[src/rtl/pipe_stage_elastic.sv]
// Generic handshaked pipeline stage register with a 2-entry skid buffer.
// in_ready, out_valid and count are flops so stalls never chain combinationally.
module pipe_stage_elastic #(
  parameter int               WIDTH       = 32,
  parameter logic [WIDTH-1:0] RESET_VALUE = '0
) (
  input  logic             clk,
  input  logic             reset,
  input  logic             flush,
  input  logic             in_valid,
  output logic             in_ready,
  input  logic [WIDTH-1:0] in_data,
  output logic             out_valid,
  input  logic             out_ready,
  output logic [WIDTH-1:0] out_data,
  output logic [1:0]       count
);

  typedef enum logic [1:0] {
    EMPTY = 2'd0,
    ONE   = 2'd1,
    FULL  = 2'd2
  } state_t;

  state_t           state;
  logic [WIDTH-1:0] main_q;
  logic [WIDTH-1:0] skid_q;
  logic             in_fire;
  logic             out_fire;

  assign in_fire  = in_valid & in_ready;
  assign out_fire = out_valid & out_ready;
  assign out_data = main_q;

  // Occupancy FSM; handshake outputs are registered alongside the state.
  always_ff @(posedge clk) begin
    if (reset) begin
      state     <= EMPTY;
      main_q    <= RESET_VALUE;
      skid_q    <= RESET_VALUE;
      out_valid <= 1'b0;
      in_ready  <= 1'b1;
      count     <= 2'd0;
    end else if (flush) begin
      state     <= EMPTY;
      out_valid <= 1'b0;
      in_ready  <= 1'b1;
      count     <= 2'd0;
    end else begin
      unique case (state)
        EMPTY: begin
          if (in_fire) begin
            main_q    <= in_data;
            state     <= ONE;
            out_valid <= 1'b1;
            count     <= 2'd1;
          end
        end
        ONE: begin
          if (in_fire && out_fire) begin
            main_q <= in_data;
          end else if (in_fire) begin
            skid_q   <= in_data;
            state    <= FULL;
            in_ready <= 1'b0;
            count    <= 2'd2;
          end else if (out_fire) begin
            state     <= EMPTY;
            out_valid <= 1'b0;
            count     <= 2'd0;
          end
        end
        FULL: begin
          if (out_fire) begin
            main_q   <= skid_q;
            state    <= ONE;
            in_ready <= 1'b1;
            count    <= 2'd1;
          end
        end
        default: begin
          state     <= EMPTY;
          out_valid <= 1'b0;
          in_ready  <= 1'b1;
          count     <= 2'd0;
        end
      endcase
    end
  end

endmodule

[config.mk]
export PLATFORM = sky130hd
export DESIGN_NAME = pipe_stage_elastic
export DESIGN_NICKNAME = d
export VERILOG_FILES = /design/src/rtl/pipe_stage_elastic.sv
export SDC_FILE = /design/constraint.sdc
export NUM_CORES = 1
export LEC_CHECK = 0
export ABC_AREA = 1
export CORE_MARGIN = 1.5
export CORE_UTILIZATION = 30
export CTS_CLUSTER_SIZE = 12
export DETAILED_ROUTE_END_ITERATION = 10
export PLACE_DENSITY_LB_ADDON = 0.05
export REMOVE_ABC_BUFFERS = 1
export SETUP_SLACK_MARGIN = 0.05
export SLEW_MARGIN = 20
export SYNTH_ARGS = -nofsm -noshare
export SYNTH_HDL_FRONTEND = slang
export SYNTH_SLANG_ARGS = --single-unit
export TNS_END_PERCENT = 50
[constraint.sdc]
create_clock -name clk -period 2.48 [get_ports clk]
set_input_delay 0.372 -clock clk [delete_from_list [all_inputs] [get_ports clk]]
set_output_delay 0.372 -clock clk [all_outputs]
set_load 0.02 [all_outputs]
==> results by group, run 1 <==
Worst setup path
  – CP endpoint kind: flop
  – Buffers and inverters on the worst path: 2
  – Worst path max stage delay: 0.55 ns
  – Crit. path cell count: 8
  – Max FO, Critical Path: 22
  – Worst setup SP type: flop
  – Launching point of the worst reg2reg path: state[0]
  – CP top delay family: simple AND/OR/NAND/NOR gates
  – Critical path startpoint: state[0]
  – Arr. time, crit path: around 2.2 ns
  – Crit Path Class: flop to flop
  – Logic depth of the worst register-to-register path: 8
  – Crit path capture: out_data[5]
  – Endpoint of the most critical register-to-register path: out_data[5]
  – Worst R2R Setup Slack: between 0.5 and 0.6 ns
  – Most Frequent Cell on Critical Path: sky130_fd_sc_hd__nor2_1
  – Worst-path cell chain: inv_1 > nand2_2 > nor2_1 > nor2_4 > buf_12 > nand3_1 > nand2_1 > nor2_1
  – Slowest CP cell: sky130_fd_sc_hd__dfxtp_1
  – Critical path required time: 2.71 ns

Power
  – Total power: 2550 uW
  – Max rail drop VDD: around 0.00031 V
  – Power density of the placed cells: ~610 nW/um2
  – Pleak: approximately 0.0018 uW

Drt
  – Met2 Routed Length: approximately 4100 um
  – Initial DRT Pass Iterations: 4
  – Length of routed wiring on met1: about 4400 um
  – Met3 WL post-DR: approximately 360 um
  – ANT nets after route: 0
  – Uppermost routed layer: met4
  – Number of vias in the routed layout: 3213
  – Starting DRC count in detailed routing: 166
  – Routed vias/inst: 4.62
  – Remaining DRCs: 0
  – WL final: around 8900 um
  – Wire length per cell: roughly 13 um

Final layout
  – Number of non-filler instances in the completed layout: 696
  – Leading cell type in the layout, fill and taps excluded: sky130_fd_sc_hd__nand2_1
  – Final standard cell area without fillers: between 4000 and 5000 um2
  – Diodes inserted: 0
  – Fraction of final layout cells with drive strength greater than 1: 5.71%
  – Area growth, synth to finish: 33.0%
  – Highest-count cells in the layout ignoring fill and taps: sky130_fd_sc_hd__nand2_1, sky130_fd_sc_hd__nor2_1, sky130_fd_sc_hd__clkdlybuf4s50_1, sky130_fd_sc_hd__nand3_1, sky130_fd_sc_hd__dfxtp_1
  – Net count reported at finish: between 500 and 600
  – Fillers: between 1000 and 1500

Synth
  – FF+latch count, synth: 68
  – Post-synthesis cell area: about 3200 um2
  – Top cell type by total area after synthesis: sky130_fd_sc_hd__dfxtp_1
  – Count of cell types in the netlist: 13
  – Share of synthesized area occupied by flip-flops and latches: between 40% and 50%
  – Yosys warning total: 0
  – Synthesized instance count: 497
  – Dominant cells by area after synthesis: sky130_fd_sc_hd__dfxtp_1, sky130_fd_sc_hd__nand2_1, sky130_fd_sc_hd__nand3_1, sky130_fd_sc_hd__nor2_1, sky130_fd_sc_hd__a21oi_1
  – Per-instance average area after synthesis: 6.35 um2
  – Share of Yosys cell area claimed by the top area cell type: about 43%

Timing
  – Max Freq: 0.510 GHz
  – Slew at the pin closest to its max-slew limit: about 0.82 ns
  – Final number of hold-violating endpoints: 0
  – Final Hold Slack: around 0.46 ns
  – Worst slew slack as a fraction of its limit: around 45%
  – Fin crit period: just under 2 ns
  – Worst-case clock skew: around 0.0045 ns
  – Final Slew Violations: 0
  – Final count of negative-setup-slack endpoints: 0
  – RSZ-0062 raised after global routing: false
  – Sum of negative setup slack: 0 ns
  – Tcrit/Tclk final: between 70% and 80%

Placement
  – Total half-perimeter wirelength after legalization and detailed placement: between 5000 and 6000 um
  – Area post-placement: between 4000 and 5000 um2
  – Number of placed cells counting well taps: roughly 700
  – Final weighted congestion in routability-driven placement: just under 0.8
  – Number of port buffers: 72

Floorplan
  – Top-level port count: between 70 and 80
  – Horizontal die dimension: about 110 um
  – Die height: ~110 um
  – Full die area: between 10000 and 15000 um2
  – Rows: 37
  – Core region area: roughly 10000 um2
  – Initial core utilization: roughly 30%

Flow run
  – Max_cap viols: 0

CTS
  – Buffer depth of the longest clock path: 2
  – Post-CTS Setup Repair Bufs: 0
  – Clock sink count: 68
  – Clock transition at path regs: 0.07 ns
  – TritonCTS clock tree: done
  – H-tree lvl count: 3
  – Quantity of gates resized following cts: 0
  – Clock insertion delay at the later pin of the skew report: 0.33 ns
  – Root cell of the clock tree: sky130_fd_sc_hd__clkbuf_8
  – Count of hold-fix buffers inserted at cts: 0
  – TritonCTS buffer count: 9

Hold path
  – Path category of the worst min-delay check: flop to flop

Global routing
  – Total congestion overflow after global routing: 0
  – Pin count of the biggest net entering global routing: 33
  – Wire length of the first global-routing pass: about 15000 um
  – Tot GR Track Use: 17.1%
  – Number of global-route vias before repair: ~2900
  – Number of antenna violations at the first check in global routing: 0

Outcome
  – Outcome: finished, final reports clean
-- area by class of cell --
| type | instances | area [um2] | area share (%) |
|---|---|---|---|
| Multi-Input combinational cell | 358 | 1520 | 36.2 |
| Sequential cell | 68 | 1360 | 32.4 |
| Timing Repair Buffer | 81 | 808 | 19.3 |
| Tap cell | 136 | 170 | 4.06 |
| Clock buffer | 12 | 155 | 3.70 |
| Inverter | 39 | 146 | 3.49 |
| Clock inverter | 2 | 35.0 | 0.835 |
-- where the power goes --
group / switching (uW) / internal [uW] / total [uW]
Sequential: 31.7 / 1150 / 1180
Combinational: 256 / 208 / 464
Clock: 401 / 508 / 909
-- worst register-to-register path, stage by stage, from the launching register on --
cell and delay (ns):
sky130_fd_sc_hd__dfxtp_1 0.55, sky130_fd_sc_hd__inv_1 0.12, sky130_fd_sc_hd__nand2_2 0.29, sky130_fd_sc_hd__nor2_1 0.14, sky130_fd_sc_hd__nor2_4 0.32, sky130_fd_sc_hd__buf_12 0.22, sky130_fd_sc_hd__nand3_1 0.09, sky130_fd_sc_hd__nand2_1 0.09
sky130_fd_sc_hd__nor2_1 0.04
-- Yosys cell counts, drive strengths merged --
cell type and count:
inv 39, o21ai 4, nand2 173, a21oi 36
nor2 77, buf 22, nand3 68, clkbuf 10
dfxtp 68
-- stage by stage --
step	utilization [%]	setup slack [ns]
2_1_floorplan	-	0.0526
3_3_place_gp	39.0	0.264
3_5_place_dp	39.0	0.242
4_1_cts	40.8	0.482
5_1_grt	40.8	0.281
6_report	40.8	0.521
-- layer usage --
| layer | vias to the layer above | track usage (%) |
|---|---|---|
| met3 | 6 | 4.64 |
| met1 | 1479 | 22.1 |
| met2 | 71 | 28.4 |
| met5 | - | 0 |
| li1 | 1657 | - |
| met4 | 0 | 3.47 |
-- state kept, by name (all words and copies together) (netlist names) --
name	flops
skid_q	32
in_ready	1
out_valid	1
state	2
out_data	32
-- cells by family (layout without fill, tap and decap cells) --
family                 Yosys count  count (layout)  synth area share [%]
AND/OR/NAND/NOR                318             318                  41.2
AO/OA/AOI/OAI                   40              40                  6.35
buffers and inverters           71             134                  9.32
flip-flops                      68              68                  43.2
-- worst min-delay path by stage --
stage | start | endpoint | cells after the start
finish | skid_q[16] | skid_q[16] | 2
global route | skid_q[13] | skid_q[13] | 2
CTS | reset | skid_q[25] | 2
detailed placement | skid_q[5] | skid_q[5] | 2
global placement | skid_q[22] | skid_q[22] | 2
floorplan | skid_q[0] | skid_q[0] | 2
(Power assumes the default switching activity.)
==> run 2, diff against run 1 <==
==> constraint.sdc (replaced) <==
create_clock -name clk -period 1.6 [get_ports clk]
set_input_delay 0.24 -clock clk [delete_from_list [all_inputs] [get_ports clk]]
set_output_delay 0.24 -clock clk [all_outputs]
set_load 0.02 [all_outputs]
==> results by group, run 2 (synthesized netlist as in run 1, its figures left out) <==
Timing
  – Final count of negative-setup-slack endpoints: 0 (unchanged)
  – Worst-case clock skew: 0.00568 ns (+0.00118 ns)
  – Max Freq: around 0.66 GHz
  – Tcrit/Tclk final: 94.8%
  – Slew at the pin closest to its max-slew limit: 0.362 ns (-0.461 ns)
  – Final number of hold-violating endpoints: 0 (unchanged)
  – Final Slew Violations: 0 (unchanged)
  – Worst slew slack as a fraction of its limit: 75.8% (+31 points)
  – Sum of negative setup slack: 0 ns (unchanged)
  – Fin crit period: roughly 1.5 ns
  – RSZ-0062 raised after global routing: true
  – Smallest setup slack after layout: 0.0831 ns (-0.438 ns)

CTS
  – Root cell of the clock tree: sky130_fd_sc_hd__clkbuf_8
  – Buffer depth of the longest clock path: 2 (unchanged)
  – Clock insertion delay at the later pin of the skew report: 0.34 ns (about the same)
  – Clock transition at path regs: 0.07 ns (about the same)
  – Clock sink count: 68 (unchanged)
  – TritonCTS clock tree: done
  – TritonCTS buffer count: 9 (unchanged)
  – Count of hold-fix buffers inserted at cts: 0 (unchanged)
  – Post-CTS Setup Repair Bufs: 0 (unchanged)
  – H-tree lvl count: 3 (unchanged)

Worst setup path
  – CP top delay family: buffers and inverters
  – Buffers and inverters on the worst path: 1 (-1)
  – Crit path capture: out_data[31]
  – Worst-path cell chain: clkdlybuf4s50_1
  – Worst R2R Setup Slack: 0.21 ns (-0.31 ns)
  – Crit Path Class: flop to output port
  – Launching point of the worst reg2reg path: state[0]
  – Worst path max stage delay: 0.60 ns (+0.05 ns)
  – Crit. path cell count: 1 (-7)
  – Arr. time, crit path: 1.28 ns (-0.91 ns)
  – Endpoint of the most critical register-to-register path: out_data[10]
  – Max FO, Critical Path: 2 (-91%)
  – Logic depth of the worst register-to-register path: 8 (unchanged)
  – CP endpoint kind: output port
  – Critical path required time: 1.36 ns (-1.35 ns)
  – Critical path startpoint: out_data[31]
  – Worst setup SP type: flop
  – Slowest CP cell: sky130_fd_sc_hd__clkdlybuf4s50_1

Global routing
  – Pin count of the biggest net entering global routing: 33 (unchanged)
  – Wire length of the first global-routing pass: 14800 um (-1.5%)
  – Number of global-route vias before repair: 2950 (+1.7%)
  – Tot GR Track Use: 17.0% (-0.081 points)
  – Total congestion overflow after global routing: 0 (unchanged)
  – Number of antenna violations at the first check in global routing: 0 (unchanged)

Flow run
  – Max_cap viols: 0 (unchanged)

Floorplan
  – Die height: 106 um (unchanged)
  – Core region area: 10300 um2 (unchanged)
  – Initial core utilization: 30.7% (unchanged)
  – Rows: 37 (unchanged)
  – Horizontal die dimension: 106 um (unchanged)
  – Full die area: 11100 um2 (unchanged)
  – Top-level port count: 73 (unchanged)

Outcome
  – Outcome: finished, final reports clean

Placement
  – Worst slack at placement: -0.0836 ns (-0.326 ns)
  – Number of port buffers: 72 (unchanged)
  – Total half-perimeter wirelength after legalization and detailed placement: 5900 um (+10%)
  – Area post-placement: 4200 um2 (+4.7%)
  – Number of placed cells counting well taps: 699 (+2.5%)
  – Final weighted congestion in routability-driven placement: 0.787 (-0.89%)

Drt
  – Starting DRC count in detailed routing: 125 (-25%)
  – WL final: 9000 um (+0.77%)
  – ANT nets after route: 0 (unchanged)
  – Number of vias in the routed layout: 3212 (-0.031%)
  – Remaining DRCs: 0 (unchanged)
  – Initial DRT Pass Iterations: 4 (unchanged)
  – Routed vias/inst: 4.49 (-2.7%)
  – Wire length per cell: 12.6 um (-1.9%)

Final layout
  – Final standard cell area without fillers: 4440 um2 (+5.9%)
  – Fillers: 1155 (+3.7%)
  – Net count reported at finish: 611 (+2.9%)
  – Number of non-filler instances in the completed layout: 715 (+2.7%)
  – Highest-count cells in the layout ignoring fill and taps: sky130_fd_sc_hd__nand2_1, sky130_fd_sc_hd__nor2_1, sky130_fd_sc_hd__nand3_1, sky130_fd_sc_hd__dfxtp_1, sky130_fd_sc_hd__clkdlybuf4s50_1
  – Diodes inserted: 0 (unchanged)
  – Fraction of final layout cells with drive strength greater than 1: 8.98% (+3.3 points)
  – Leading cell type in the layout, fill and taps excluded: sky130_fd_sc_hd__nand2_1
  – Area growth, synth to finish: 40.9%

Power
  – Total power: 4170 uW (+63%)
  – Pleak: 0.00220 uW (+21%)
  – Power density of the placed cells: 937 nW/um2 (+54%)
  – Max rail drop VDD: 0.000483 V (+55%)

Hold path
  – Path category of the worst min-delay check: input port to flop
run 2: how the worst min path moves through the flow:
stage | from | endpoint | depth (start not counted)
6_report | reset | skid_q[15] | 2
5_1_grt | reset | skid_q[28] | 2
4_1_cts | reset | skid_q[28] | 2
3_5_place_dp | skid_q[17] | skid_q[17] | 2
3_3_place_gp | skid_q[31] | skid_q[31] | 2
2_1_floorplan | reset | skid_q[0] | 1
run 2: layout make-up:
type	count	area [um2]	area share (%)
clock inverter	4	72.6	1.63
sequential	68	1360	30.7
clock buffer	12	145	3.27
inverter	39	146	3.29
multi-input combinational	358	1520	34.2
timing repair buffer	98	1030	23.1
tap	136	170	3.83
run 2: repair_timing:
| item | 4_1_cts | 5_1_grt |
|---|---|---|
| endpoints found under the setup margin | 16 | 32 |
| gates cloned | 0 | 0 |
| gates resized for setup | 9 | 16 |
run 2: worst reg2reg max path, delay by kind of cell (launching register included):
kind	cells	cell delay, ns
AND/OR/NAND/NOR	6	0.56
flip-flops	1	0.45
buffers and inverters	2	0.28
run 2: metrics by stage:
stage	utilization [%]	hold slack, ns
after floorplan	-	0.309
after detailed placement	40.8	0.452
after CTS	42.9	0.247
after global placement	40.8	0.447
final	43.2	0.258
after global routing	43.2	0.263
run 2: power breakdown:
part / internal [uW] / switching (uW) / total (uW)
clock: 919 / 664 / 1580
sequential: 1780 / 46.0 / 1820
combinational: 353 / 406 / 759
total: 3050 / 1120 / 4170
run 2: per-layer routing:
metal | vias to the layer above | wire length [um] | global-route usage, % | part of all wire [%]
met5 | - | 0 | 0 | 0
met1 | 1437 | 4380 | 21.9 | 49
met3 | 9 | 413 | 3.83 | 4.6
met4 | 0 | 119 | 5.50 | 1.3
li1 | 1692 | - | - | -
met2 | 74 | 4090 | 28.1 | 45
==> run 3, diff against run 2 <==
--- a/config.mk
+++ b/config.mk
@@ -10,6 +10,7 @@
 export CORE_UTILIZATION = 30
 export CTS_CLUSTER_SIZE = 12
 export DETAILED_ROUTE_END_ITERATION = 10
+export MAX_ROUTING_LAYER = met4
 export PLACE_DENSITY_LB_ADDON = 0.05
 export REMOVE_ABC_BUFFERS = 1
 export SETUP_SLACK_MARGIN = 0.05
==> results by group, run 3 (synthesized netlist as in run 1, its figures left out) <==
Final layout
  – Number of non-filler instances in the completed layout: 715 (unchanged)
  – Fillers: 1155 (unchanged)
  – Highest-count cells in the layout ignoring fill and taps: sky130_fd_sc_hd__nand2_1, sky130_fd_sc_hd__nor2_1, sky130_fd_sc_hd__nand3_1, sky130_fd_sc_hd__dfxtp_1, sky130_fd_sc_hd__clkdlybuf4s50_1
  – Final standard cell area without fillers: 4440 um2 (unchanged)
  – Fraction of final layout cells with drive strength greater than 1: 8.98% (unchanged)
  – Area growth, synth to finish: 40.9% (unchanged)
  – Leading cell type in the layout, fill and taps excluded: sky130_fd_sc_hd__nand2_1
  – Core utilization of the finished layout: 43.2% (unchanged)
  – Diodes inserted: 0 (unchanged)
  – Net count reported at finish: 611 (unchanged)

Timing
  – Worst slew slack as a fraction of its limit: 76.5% (+0.65 points)
  – Final count of negative-setup-slack endpoints: 0 (unchanged)
  – Fin crit period: 1.52 ns (+0.000355 ns)
  – Slew at the pin closest to its max-slew limit: 0.353 ns (-0.00971 ns)
  – RSZ-0062 raised after global routing: true
  – Final Hold Slack: 0.256 ns (-0.00202 ns)
  – Tcrit/Tclk final: 94.8% (about the same)
  – Max Freq: 0.659 GHz (about the same)
  – Final Slew Violations: 0 (unchanged)
  – Worst-case clock skew: 0.00732 ns (+0.00164 ns)
  – Final number of hold-violating endpoints: 0 (unchanged)
  – Smallest setup slack after layout: 0.0827 ns (-0.000355 ns)

Worst setup path
  – Crit. path cell count: 1 (unchanged)
  – CP endpoint kind: output port
  – Critical path required time: 1.36 ns (about the same)
  – Logic depth of the worst register-to-register path: 8 (unchanged)
  – Worst path max stage delay: 0.60 ns (about the same)
  – Slowest CP cell: sky130_fd_sc_hd__clkdlybuf4s50_1
  – Worst-path cell chain: clkdlybuf4s50_1
  – Max FO, Critical Path: 2 (unchanged)
  – Buffers and inverters on the worst path: 1 (unchanged)
  – Worst setup SP type: flop
  – CP top delay family: buffers and inverters
  – Arr. time, crit path: 1.28 ns (about the same)
  – Crit Path Class: flop to output port

Floorplan
  – Full die area: 11100 um2 (unchanged)
  – Die height: 106 um (unchanged)
  – Core region area: 10300 um2 (unchanged)
  – Initial core utilization: 30.7% (unchanged)
  – Top-level port count: 73 (unchanged)
  – Horizontal die dimension: 106 um (unchanged)
  – Rows: 37 (unchanged)

Placement
  – Area post-placement: 4200 um2 (unchanged)
  – Worst slack at placement: -0.0836 ns (unchanged)
  – Number of placed cells counting well taps: 699 (unchanged)
  – Final weighted congestion in routability-driven placement: 0.798 (+1.4%)
  – Total half-perimeter wirelength after legalization and detailed placement: 5900 um (unchanged)
  – Number of port buffers: 72 (unchanged)

CTS
  – H-tree lvl count: 3 (unchanged)
  – TritonCTS buffer count: 9 (unchanged)
  – Count of hold-fix buffers inserted at cts: 0 (unchanged)
  – Clock sink count: 68 (unchanged)
  – Clock insertion delay at the later pin of the skew report: 0.35 ns (about the same)
  – Buffer depth of the longest clock path: 2 (unchanged)
  – Root cell of the clock tree: sky130_fd_sc_hd__clkbuf_8
  – TritonCTS clock tree: done
  – Clock transition at path regs: 0.07 ns (about the same)

Drt
  – Initial DRT Pass Iterations: 4 (unchanged)
  – Routed vias/inst: 4.46 (-0.65%)
  – ANT nets after route: 0 (unchanged)
  – Remaining DRCs: 0 (unchanged)
  – Starting DRC count in detailed routing: 137 (+9.6%)
  – Wire length per cell: 12.5 um (-0.77%)
  – WL final: 8930 um (-0.77%)
  – Number of vias in the routed layout: 3191 (-0.65%)

Global routing
  – Number of antenna violations at the first check in global routing: 0 (unchanged)
  – Wire length of the first global-routing pass: 14800 um (about the same)
  – Tot GR Track Use: 17.5% (+0.48 points)
  – Number of global-route vias before repair: 2952 (+0.068%)
  – Total congestion overflow after global routing: 0 (unchanged)
  – Pin count of the biggest net entering global routing: 33 (unchanged)

Power
  – Switching part of the total: 26.8% (about the same)
  – Net load switching power: 1120 uW (about the same)
  – Combinational group share of total power: 18.2% (about the same)
  – Max rail drop VDD: 0.000484 V (+0.23%)
  – Clock network fraction of design power: 38.1% (about the same)
  – Pleak: 0.00220 uW (unchanged)
  – Power density of the placed cells: 937 nW/um2 (about the same)
  – Sequential cell fraction of total power: 43.8% (about the same)
  – Internal Pwr Total: 3050 uW (about the same)

Hold path
  – Hold path cells: 2 (unchanged)
  – Path category of the worst min-delay check: input port to flop

Flow run
  – Max_cap viols: 0 (unchanged)

Outcome
  – Outcome: finished, final reports clean
==> run 3: cell counts in the layout (fill, tap and decap cells not counted) <==
No cell type changed its count.
==> run 3: layout make-up <==
| cell class | instances | area, um2 | share of cell area (%) |
|---|---|---|---|
| Multi-Input combinational cell | 358 | 1520 | 34.2 |
| Sequential cell | 68 | 1360 | 30.7 |
| Timing Repair Buffer | 98 | 1030 | 23.1 |
| Tap cell | 136 | 170 | 3.83 |
| Inverter | 39 | 146 | 3.29 |
| Clock buffer | 12 | 145 | 3.27 |
| Clock inverter | 4 | 72.6 | 1.63 |
==> run 3: path summary, 6_finish.rpt <==
check	from	to	slack, ns
setup / recovery	out_data[31]	out_data[31]	0.08
hold / removal	reset	skid_q[28]	0.26
setup reg to reg	state[0]	out_data[10]	0.21
hold reg to reg	skid_q[15]	skid_q[15]	0.46
==> run 3: what timing repair did <==
action                                  CTS  global route
buffers inserted                          0             0
endpoints found under the setup margin   16            32
gates resized for setup                   9            16
endpoints found under the hold margin     0             0
==> run 3: per-stage QoR <==
step	power, uW	TNS, ns
finish	4170	0
global route	4400	0
CTS	4250	0
detailed placement	2650	-3.50
global placement	2650	-4.28
floorplan	2220	-44.39
==> run 3: routing by layer <==
metal / vias up / GRT usage (%) / routed length, um
met5: - / - / 0
met4: 0 / 5.50 / 122
met3: 11 / 3.77 / 345
met2: 64 / 28.1 / 4130
met1: 1424 / 21.9 / 4340
li1: 1692 / - / -
==> run 3: power groups by stage <==
stage / registers (uW) / logic, uW / clock network [uW]
after CTS: 1830 / 779 / 1640
after detailed placement: 1860 / 785 / 0
final: 1820 / 756 / 1590
after global placement: 1860 / 784 / 0
after global routing: 1830 / 840 / 1720
after floorplan: 1950 / 271 / 0
